[src/rtl/fetch_pkg.sv]
// Shared definitions for the instruction fetch stage: FSM state encoding
// and the terminal status codes reported on o_status.
package fetch_pkg;

    typedef enum logic [2:0] {
        S_IDLE = 3'd0,
        S_REQ  = 3'd1,
        S_WAIT = 3'd2,
        S_HOLD = 3'd3,
        S_NEXT = 3'd4,
        S_STOP = 3'd5
    } state_t;

    typedef enum logic [1:0] {
        ST_NONE     = 2'b00,
        ST_OVF      = 2'b01,
        ST_TIMEOUT  = 2'b10,
        ST_MISALIGN = 2'b11
    } status_t;

    // Word alignment test on the two low address bits.
    function automatic logic is_aligned(input logic [1:0] lsb);
        return (lsb == 2'b00);
    endfunction

endpackage

[src/rtl/fetch_out_reg.sv]
// Decode-side holding register: captures a fetched word and keeps it and its
// valid flag stable until decode accepts it.
module fetch_out_reg #(
    parameter int DATA_WIDTH = 32
) (
    input  logic                  i_clk,
    input  logic                  i_rst,
    input  logic                  i_load,
    input  logic [DATA_WIDTH-1:0] i_data,
    input  logic                  i_ready,
    output logic [DATA_WIDTH-1:0] o_data,
    output logic                  o_valid,
    output logic                  o_accept
);

    logic [DATA_WIDTH-1:0] data_q, data_d;
    logic                  valid_q, valid_d;

    assign o_data   = data_q;
    assign o_valid  = valid_q;
    assign o_accept = valid_q & i_ready;

    // Next-state: load wins, otherwise a handshake drops valid; data is kept.
    always_comb begin
        data_d  = data_q;
        valid_d = valid_q;
        if (i_load) begin
            data_d  = i_data;
            valid_d = 1'b1;
        end else if (valid_q && i_ready) begin
            valid_d = 1'b0;
        end
    end

    // Holding register with asynchronous clear.
    always_ff @(posedge i_clk or posedge i_rst) begin
        if (i_rst) begin
            data_q  <= '0;
            valid_q <= 1'b0;
        end else begin
            data_q  <= data_d;
            valid_q <= valid_d;
        end
    end

endmodule

[src/rtl/inst_fetch.sv]
// Instruction fetch stage: samples the PC, issues one request to instruction
// memory, waits (bounded) for the response and hands the word to decode.
// Optional build macro FETCH_ALIGN_CHECK_EN stops the fetch with status 11
// when the PC is not word aligned.
module inst_fetch
    import fetch_pkg::*;
#(
    parameter int ADDR_WIDTH  = 32,
    parameter int DATA_WIDTH  = 32,
    parameter int TIMEOUT_CYC = 15
) (
    input  logic                  i_clk,
    input  logic                  i_rst,
    input  logic                  i_start,
    input  logic [ADDR_WIDTH-1:0] i_pc,
    input  logic                  i_pc_overflow,
    input  logic                  i_pc_update,
    output logic                  o_imem_req,
    output logic [ADDR_WIDTH-1:0] o_imem_addr,
    input  logic                  i_imem_valid,
    input  logic [DATA_WIDTH-1:0] i_imem_rdata,
    output logic [DATA_WIDTH-1:0] o_inst,
    output logic                  o_inst_valid,
    input  logic                  i_inst_ready,
    output logic [1:0]            o_status,
    output logic                  o_status_valid
);

    localparam int CNT_W = $clog2(TIMEOUT_CYC + 1);
    localparam logic [CNT_W-1:0] CNT_LIMIT = CNT_W'(TIMEOUT_CYC);

    state_t                state_q;
    logic [CNT_W-1:0]      cnt_q;
    logic [CNT_W-1:0]      cnt_d;
    logic                  req_q;
    logic [ADDR_WIDTH-1:0] addr_q;
    status_t               status_q;
    logic                  status_valid_q;
    logic                  pending_q;
    logic                  load;
    logic                  accept;

    assign cnt_d = cnt_q + CNT_W'(1);
    assign load  = (state_q == S_WAIT) && i_imem_valid;

    assign o_imem_req     = req_q;
    assign o_imem_addr    = addr_q;
    assign o_status       = status_q;
    assign o_status_valid = status_valid_q;

    fetch_out_reg #(
        .DATA_WIDTH (DATA_WIDTH)
    ) u_out_reg (
        .i_clk    (i_clk),
        .i_rst    (i_rst),
        .i_load   (load),
        .i_data   (i_imem_rdata),
        .i_ready  (i_inst_ready),
        .o_data   (o_inst),
        .o_valid  (o_inst_valid),
        .o_accept (accept)
    );

    // Fetch FSM with wait counter, request strobe and status outputs.
    always_ff @(posedge i_clk or posedge i_rst) begin
        if (i_rst) begin
            state_q        <= S_IDLE;
            cnt_q          <= '0;
            req_q          <= 1'b0;
            addr_q         <= '0;
            status_q       <= ST_NONE;
            status_valid_q <= 1'b0;
            pending_q      <= 1'b0;
        end else begin
            req_q          <= 1'b0;
            status_valid_q <= 1'b0;
            case (state_q)
                S_IDLE: begin
                    if (i_start) state_q <= S_REQ;
                end
                S_REQ: begin
                    pending_q <= 1'b0;
                    if (i_pc_overflow) begin
                        status_q       <= ST_OVF;
                        status_valid_q <= 1'b1;
                        state_q        <= S_STOP;
                    end
`ifdef FETCH_ALIGN_CHECK_EN
                    else if (!is_aligned(i_pc[1:0])) begin
                        status_q       <= ST_MISALIGN;
                        status_valid_q <= 1'b1;
                        state_q        <= S_STOP;
                    end
`endif
                    else begin
                        addr_q  <= i_pc;
                        req_q   <= 1'b1;
                        cnt_q   <= '0;
                        state_q <= S_WAIT;
                    end
                end
                S_WAIT: begin
                    // A response arriving on the limit cycle still wins.
                    if (i_imem_valid) begin
                        state_q <= S_HOLD;
                    end else begin
                        cnt_q <= cnt_d;
                        if (cnt_d == CNT_LIMIT) begin
                            status_q       <= ST_TIMEOUT;
                            status_valid_q <= 1'b1;
                            state_q        <= S_STOP;
                        end
                    end
                end
                S_HOLD: begin
                    // An early PC update is remembered until decode accepts.
                    if (accept) begin
                        pending_q <= 1'b0;
                        state_q   <= (i_pc_update || pending_q) ? S_REQ : S_NEXT;
                    end else if (i_pc_update) begin
                        pending_q <= 1'b1;
                    end
                end
                S_NEXT: begin
                    if (i_pc_update) state_q <= S_REQ;
                end
                S_STOP: begin
                    state_q <= S_STOP;
                end
                default: state_q <= S_IDLE;
            endcase
        end
    end

endmodule
[config.mk]
export PLATFORM = sky130hd
export DESIGN_NAME = inst_fetch
export DESIGN_NICKNAME = d
export VERILOG_FILES = /design/src/rtl/fetch_pkg.sv /design/src/rtl/fetch_out_reg.sv /design/src/rtl/inst_fetch.sv
export SDC_FILE = /design/constraint.sdc
export NUM_CORES = 1
export LEC_CHECK = 0
export CAP_MARGIN = 20
export CORE_ASPECT_RATIO = 1.25
export CORE_MARGIN = 4
export CORE_UTILIZATION = 43
export DETAILED_ROUTE_END_ITERATION = 8
export PLACE_DENSITY_LB_ADDON = 0.1
export RECOVER_POWER = 25
export SYNTH_ARGS = -nofsm -noshare
export SYNTH_HDL_FRONTEND = slang
export SYNTH_HIERARCHICAL = 1
export SYNTH_SLANG_ARGS = --single-unit
[constraint.sdc]
create_clock -name i_clk -period 2.1 [get_ports i_clk]
set_clock_uncertainty 0.15 [all_clocks]
set_input_delay 0.42 -clock i_clk [delete_from_list [all_inputs] [get_ports i_clk]]
set_output_delay 0.42 -clock i_clk [all_outputs]
set_load 0.005 [all_outputs]
==> qor.csv, run 1 <==
metric,value,unit
whs_path_depth,1,
drc,0,
synthMuxAreaShare,0.2554,
clk_path_buf_depth,2,
finalPower,6.724,mW
max-vdd-ir-drop,0.0007155,V
hp-start,o_status[0],
dieArea,9230,um2
cts_max_level,3,
yosys_warnings,6,
final_max_slew_viol_count,0,
grt_pass1_vias,2457,
synth_area_leaders,"dfrtp_1, mux2_4, mux2_2",
coreArea,7445,um2
hold_buffers,0,
cts_setup_buffers,0,
critPathCaptureType,flip-flop,
synth_top_family_by_area,multiplexers,
crit_path_start_kind,flip-flop,
synth_top_area_share,0.5783,
gp_congestion,0.7987,
synth_compound_area_frac,0.04919,
clock-sinks,77,
cp_max_fo,18,
firstDrtPassIters,6,
grt_max_degree,31,
dpl.cell_count,453,
status,finished clean,
r2r_start,state_q[2],
netlist_area,3332,um2
synth.distinct_cells,40,
slew_headroom,0.5602,
syn_avg_cell_area,15.43,um2
cellPowerDensity,1337,nW/um2
startpoint,state_q[2],
ctsResizeCount,0,
hold_path_class,flip-flop to flip-flop,
ff2ff_path_depth,4,
layout-drive-gt1-share,0.2739,
p_leak,2.147,nW
initial_core_util,0.4476,
rsz0062_at_grt,no,
synth_top_cell_by_area,dfrtp_1,
hold_viol_final,0,
pre_cts_ws,-53.92,ps
insertion_delay,330,ps
cp.required,2170,ps
wl_per_cell,16.41,um
worst_ep_arrival_time,1900,ps
routed_wl,7.680,mm
path_clk_slew,70,ps
cts-root-buf,clkbuf_8,
final_area,5027,um2
final_cell_count_no_fill,468,
routed_via_density,4.910,
cts_tree,built,
ys_seq_elements,77,
die_w,86.74,um
setup_violations,0,
cts_buffers,9,
ys_seq_area_frac,0.5783,
grt_usage,0.1724,
drt-initial-drc-count,51,
fin_nets,445,
num_rows,35,
syn_inst,216,
worstMarginPinSlew,659.0,ps
cap_violations,0,
synth_xor_xnor_area_share,0.002629,
antenna_found_initial,0,
finalCritPeriodShare,0.8708,
dpl-instance-area,4866,um2
num_io_pins,140,
fmax,0.5468,GHz
vias,2298,
area_growth_syn_to_layout,50.88,%
dpl.hpwl,5.934,mm
overflow,0,
detail-route-antenna-nets,0,
io_buffers,139,
yosys.area_share.adder,0.007510,
diodes,0,
syn_nets,289,
dieHeight,106.4,um
fin_crit,1829,ps
grt_pass1_wl,12.25,mm
path_class,flip-flop to flip-flop,
setup_slack,271.2,ps
synthSimpleGateAreaFrac,0.06083,
[state kept, by name, summed over array words and instances, names as in the netlist]
| register | count |
|---|---|
| o_imem_addr | 32 |
| cnt_q | 4 |
| pending_q | 1 |
| u_out_reg/o_valid | 1 |
| u_out_reg/o_data | 32 |
| o_status | 2 |
| state_q | 3 |
| o_status_valid | 1 |
| o_imem_req | 1 |
[synth_stat cells]
cell and count:
and2_1 2, nand2_1 5, and3_1 1, or2b_1 1, nand4_1 1, and2b_1 1
o2111ai_1 1, buf_4 2, nor3_1 1, o21ai_0 5, mux2_4 29, a21oi_1 5
a21o_2 1, nor2_1 6, mux2_2 36, nor3b_1 2, a31oi_1 2, mux2i_1 1
nor3_4 1, a311o_1 1, a31o_2 1, nand3_1 2, o22a_1 1, nor4b_4 1
o211ai_1 1, dfrtp_1 77, ha_1 2, o21ba_2 1, o21bai_1 2, o2bb2ai_1 1
xor2_1 1, and4bb_4 1, a21o_1 1, inv_1 6, nand3b_1 1, nand2b_1 3
and2b_2 1, buf_12 3, a211oi_1 1, buf_6 5
[metal layers]
| layer | part of all wire | wire length (um) | track usage |
|---|---|---|---|
| met4 | 0.016 | 124 | 0.06682 |
| met5 | 0 | 0 | 0 |
| met3 | 0.090 | 688 | 0.05271 |
| met1 | 0.40 | 3075 | 0.2131 |
| met2 | 0.49 | 3792 | 0.2801 |
[placed cells by master, fill, tap and decap left out, types with 2 or more instances in the layout]
master,synthesis,final
nor3b_1,2,2
a21oi_1,5,5
buf_12,3,3
mux2_4,29,29
dfrtp_1,77,77
ha_1,2,2
o21bai_1,2,2
buf_4,2,12
clkdlybuf4s50_1,0,138
nand2b_1,3,3
nand3_1,2,2
a31oi_1,2,2
nor2_1,6,6
mux2_2,36,36
nand2_1,5,5
clkinv_2,0,4
inv_1,6,6
clkbuf_8,0,10
o21ai_0,5,5
and2_1,2,2
[cell type report]
class	count	area, um2
Clock buffer	10	137.6
Sequential cell	77	1927
Tap cell	92	115.1
Clock inverter	5	27.53
Fill cell	580	2417
Timing Repair Buffer	155	1545
Inverter	6	22.52
Multi-Input combinational cell	123	1252
[path summary, 6_finish.rpt]
check | to | slack [ps]
max in group asynchronous | o_imem_addr[26] | 720
min in group asynchronous | u_out_reg/o_data[27] | 460
hold reg to reg | o_status[0] | 350
setup / recovery | u_out_reg/o_data[29] | 270
hold / removal | o_status[0] | 350
setup reg to reg | u_out_reg/o_data[29] | 270
[through the flow]
stage	hold WS, ps	setup TNS (ps)	utilization
final	345.9	0	0.6753
after global routing	365.7	0	0.6753
after CTS	256.8	0	0.6758
after detailed placement	322.8	-854.5	0.6536
after global placement	320.4	-708.5	0.6536
after floorplan	331.2	0	-
[critical path: stages (launching register included)]
cell and delay (ps):
dfrtp_1 380, and2b_1 320, and3_2 330, buf_12 210, mux2_4 320
[report_power, final]
| part | internal (mW) | leakage, nW | total (mW) | switching (mW) |
|---|---|---|---|---|
| logic | 2.22 | 1.13 | 3.20 | 0.982 |
| clock network | 0.446 | 0.0877 | 0.952 | 0.506 |
| registers | 2.19 | 0.930 | 2.57 | 0.385 |
| total | 4.85 | 2.15 | 6.72 | 1.87 |
[cell families after synthesis]
family,after synthesis
buf+inv,16
flops,77
xor+xnor,1
simple gates,30
fa+ha+maj,2
mux,66
compound gates,24
No activity file was read; power rests on OpenSTA's default activity.
==> inputs of run 2 (changes only) <==
--- a/config.mk
+++ b/config.mk
@@ -8,11 +8,13 @@
 export CAP_MARGIN = 20
 export CORE_ASPECT_RATIO = 1.25
 export CORE_MARGIN = 4
-export CORE_UTILIZATION = 43
+export CORE_UTILIZATION = 57
 export DETAILED_ROUTE_END_ITERATION = 8
+export DONT_BUFFER_PORTS = 1
 export PLACE_DENSITY_LB_ADDON = 0.1
 export RECOVER_POWER = 25
 export SYNTH_ARGS = -nofsm -noshare
 export SYNTH_HDL_FRONTEND = slang
 export SYNTH_HIERARCHICAL = 1
 export SYNTH_SLANG_ARGS = --single-unit
+export TNS_END_PERCENT = 30
==> run 2 against run 1 <==
Net effect:
- design area decreased by 28%
- global-route usage increased by 1.8 points
- wire length down 16%
- cell count decreased by 37%
- combinational power fell by 51%
- largest cell class unchanged
- largest power group is now registers
==> qor.csv, run 2 (synthesis results as in run 1) <==
metric,value,unit
final_common_cell,dfrtp_1,
num_rows,30,
hold_end,u_out_reg/o_data[16],
num_io_pins,140,
clock-sinks,77,
critPathCaptureType,flip-flop,
worstMarginPinSlew,784.3,ps
final_max_slew_viol_count,0,
fmax,0.5439,GHz
ff2ff_setup_slack,260,ps
firstDrtPassIters,4,
startpoint,state_q[2],
p_leak,1.578,nW
cts-root-buf,clkbuf_8,
routed_wl,6.482,mm
cts_max_level,3,
p_int,3.892,mW
rr_endpoint,u_out_reg/o_data[8],
crit_path_start_kind,flip-flop,
drt-initial-drc-count,50,
overflow,0,
grt_pass1_wl,10.56,mm
area_growth_syn_to_layout,7.886,%
rsz0062_at_grt,no,
cap_violations,0,
grt_usage,0.1903,
layout-drive-gt1-share,0.4087,
cts_buffers,9,
met3_length,594,um
routed_via_density,6.003,
cts_tree,built,
grt_pass1_vias,1889,
wl_per_cell,22.05,um
diodes,0,
sw_frac_of_total,0.3052,
combPwrFrac,0.282,
mostFrequentLayoutCells,"dfrtp_1, mux2_2, mux2_4",
initial_core_util,0.5998,
cellPowerDensity,1559,nW/um2
p_sw,1.710,mW
path_clk_slew,80,ps
coreArea,5555,um2
wl_met2,3.285,mm
hold_path_class,input port to flip-flop,
r2r_start,state_q[2],
fin_nets,298,
fin_crit,1839,ps
die_w,76.39,um
dieHeight,93.48,um
whs_path_depth,1,
max-vdd-ir-drop,0.0006599,V
holdWs,76.70,ps
dieArea,7140,um2
dpl.hpwl,4.894,mm
slew_headroom,0.4772,
seqPwrFrac,0.505,
setup_violations,0,
gp_congestion,0.8539,
hp-start,i_imem_rdata[16],
ff2ff_path_depth,4,
cp_max_fo,33,
pwr-share-clk,0.213,
io_buffers,0,
insertion_delay,330,ps
drc,0,
antenna_found_initial,0,
finalCritPeriodShare,0.8755,
grt_max_degree,35,
cp.required,2160,ps
highest_layer,met4,
clk_path_buf_depth,2,
fin_setup_tns,0,ps
status,finished clean,
detail-route-antenna-nets,0,
vias,1765,
path_class,flip-flop to flip-flop,
hold_viol_final,0,
met1_length,2.478,mm
worst_ep_arrival_time,1900,ps
-- run 2: changes by cell type in the layout (fill, tap and decap cells not counted), moves of 2 or more --
cell	previous run	this run
bufinv_16	0	2
clkinv_2	4	0
clkdlybuf4s50_1	138	0
buf_4	12	3
-- run 2: metrics by stage --
stage	cell area [um2]	setup WS [ps]	instances	utilization	total power [mW]
after floorplan	3332	394.3	216	-	4.096
after global placement	3372	342.3	277	0.6070	4.346
after detailed placement	3372	273.1	277	0.6070	4.450
after CTS	3597	270.8	294	0.6475	5.660
after global routing	3595	158.0	294	0.6471	5.935
final	3595	261.4	294	0.6471	5.602
-- run 2: worst max-delay path, stage by stage, from the launching register on --
cell and delay, ps:
dfrtp_1 470, and2b_1 250, and3_2 210, buf_12 250, mux2_2 370
-- run 2: layout make-up --
class                      instances  area [um2]
sequential                        77        1927
multi-input combinational        123        1252
clock inverter                     5       83.83
timing repair buffer               8       97.59
fill                             416        1961
clock buffer                      11       131.4
tap                               64       80.08
inverter                           6       22.52
-- run 2: repair_timing --
action,CTS,global route
buffers inserted,0,0
hold buffers,1,0
resized for setup,0,0
endpoints found under the hold margin,52,0
-- run 2: power by group through the flow --
stage | sequential, mW | clock (mW) | combinational (mW)
global placement | 2.83 | 0 | 1.51
detailed placement | 2.87 | 0 | 1.58
finish | 2.83 | 1.19 | 1.58
floorplan | 2.62 | 0 | 1.48
CTS | 2.84 | 1.22 | 1.60
global route | 2.92 | 1.30 | 1.72
-- run 2: how the worst max path moves through the flow --
stage                                      to  cells past startpoint
after global routing              o_status[0]                      5
after detailed placement       o_imem_addr[1]                      4
final                     u_out_reg/o_data[8]                      4
after CTS                 u_out_reg/o_data[8]                      4
after floorplan           u_out_reg/o_data[0]                      6
after global placement    u_out_reg/o_data[8]                      4
-- run 2: layer usage --
metal | vias to the layer above | track usage
met2 | 103 | 0.3094
li1 | 778 | -
met4 | 0 | 0.09668
met1 | 872 | 0.2215
met3 | 12 | 0.07033
met5 | - | 0
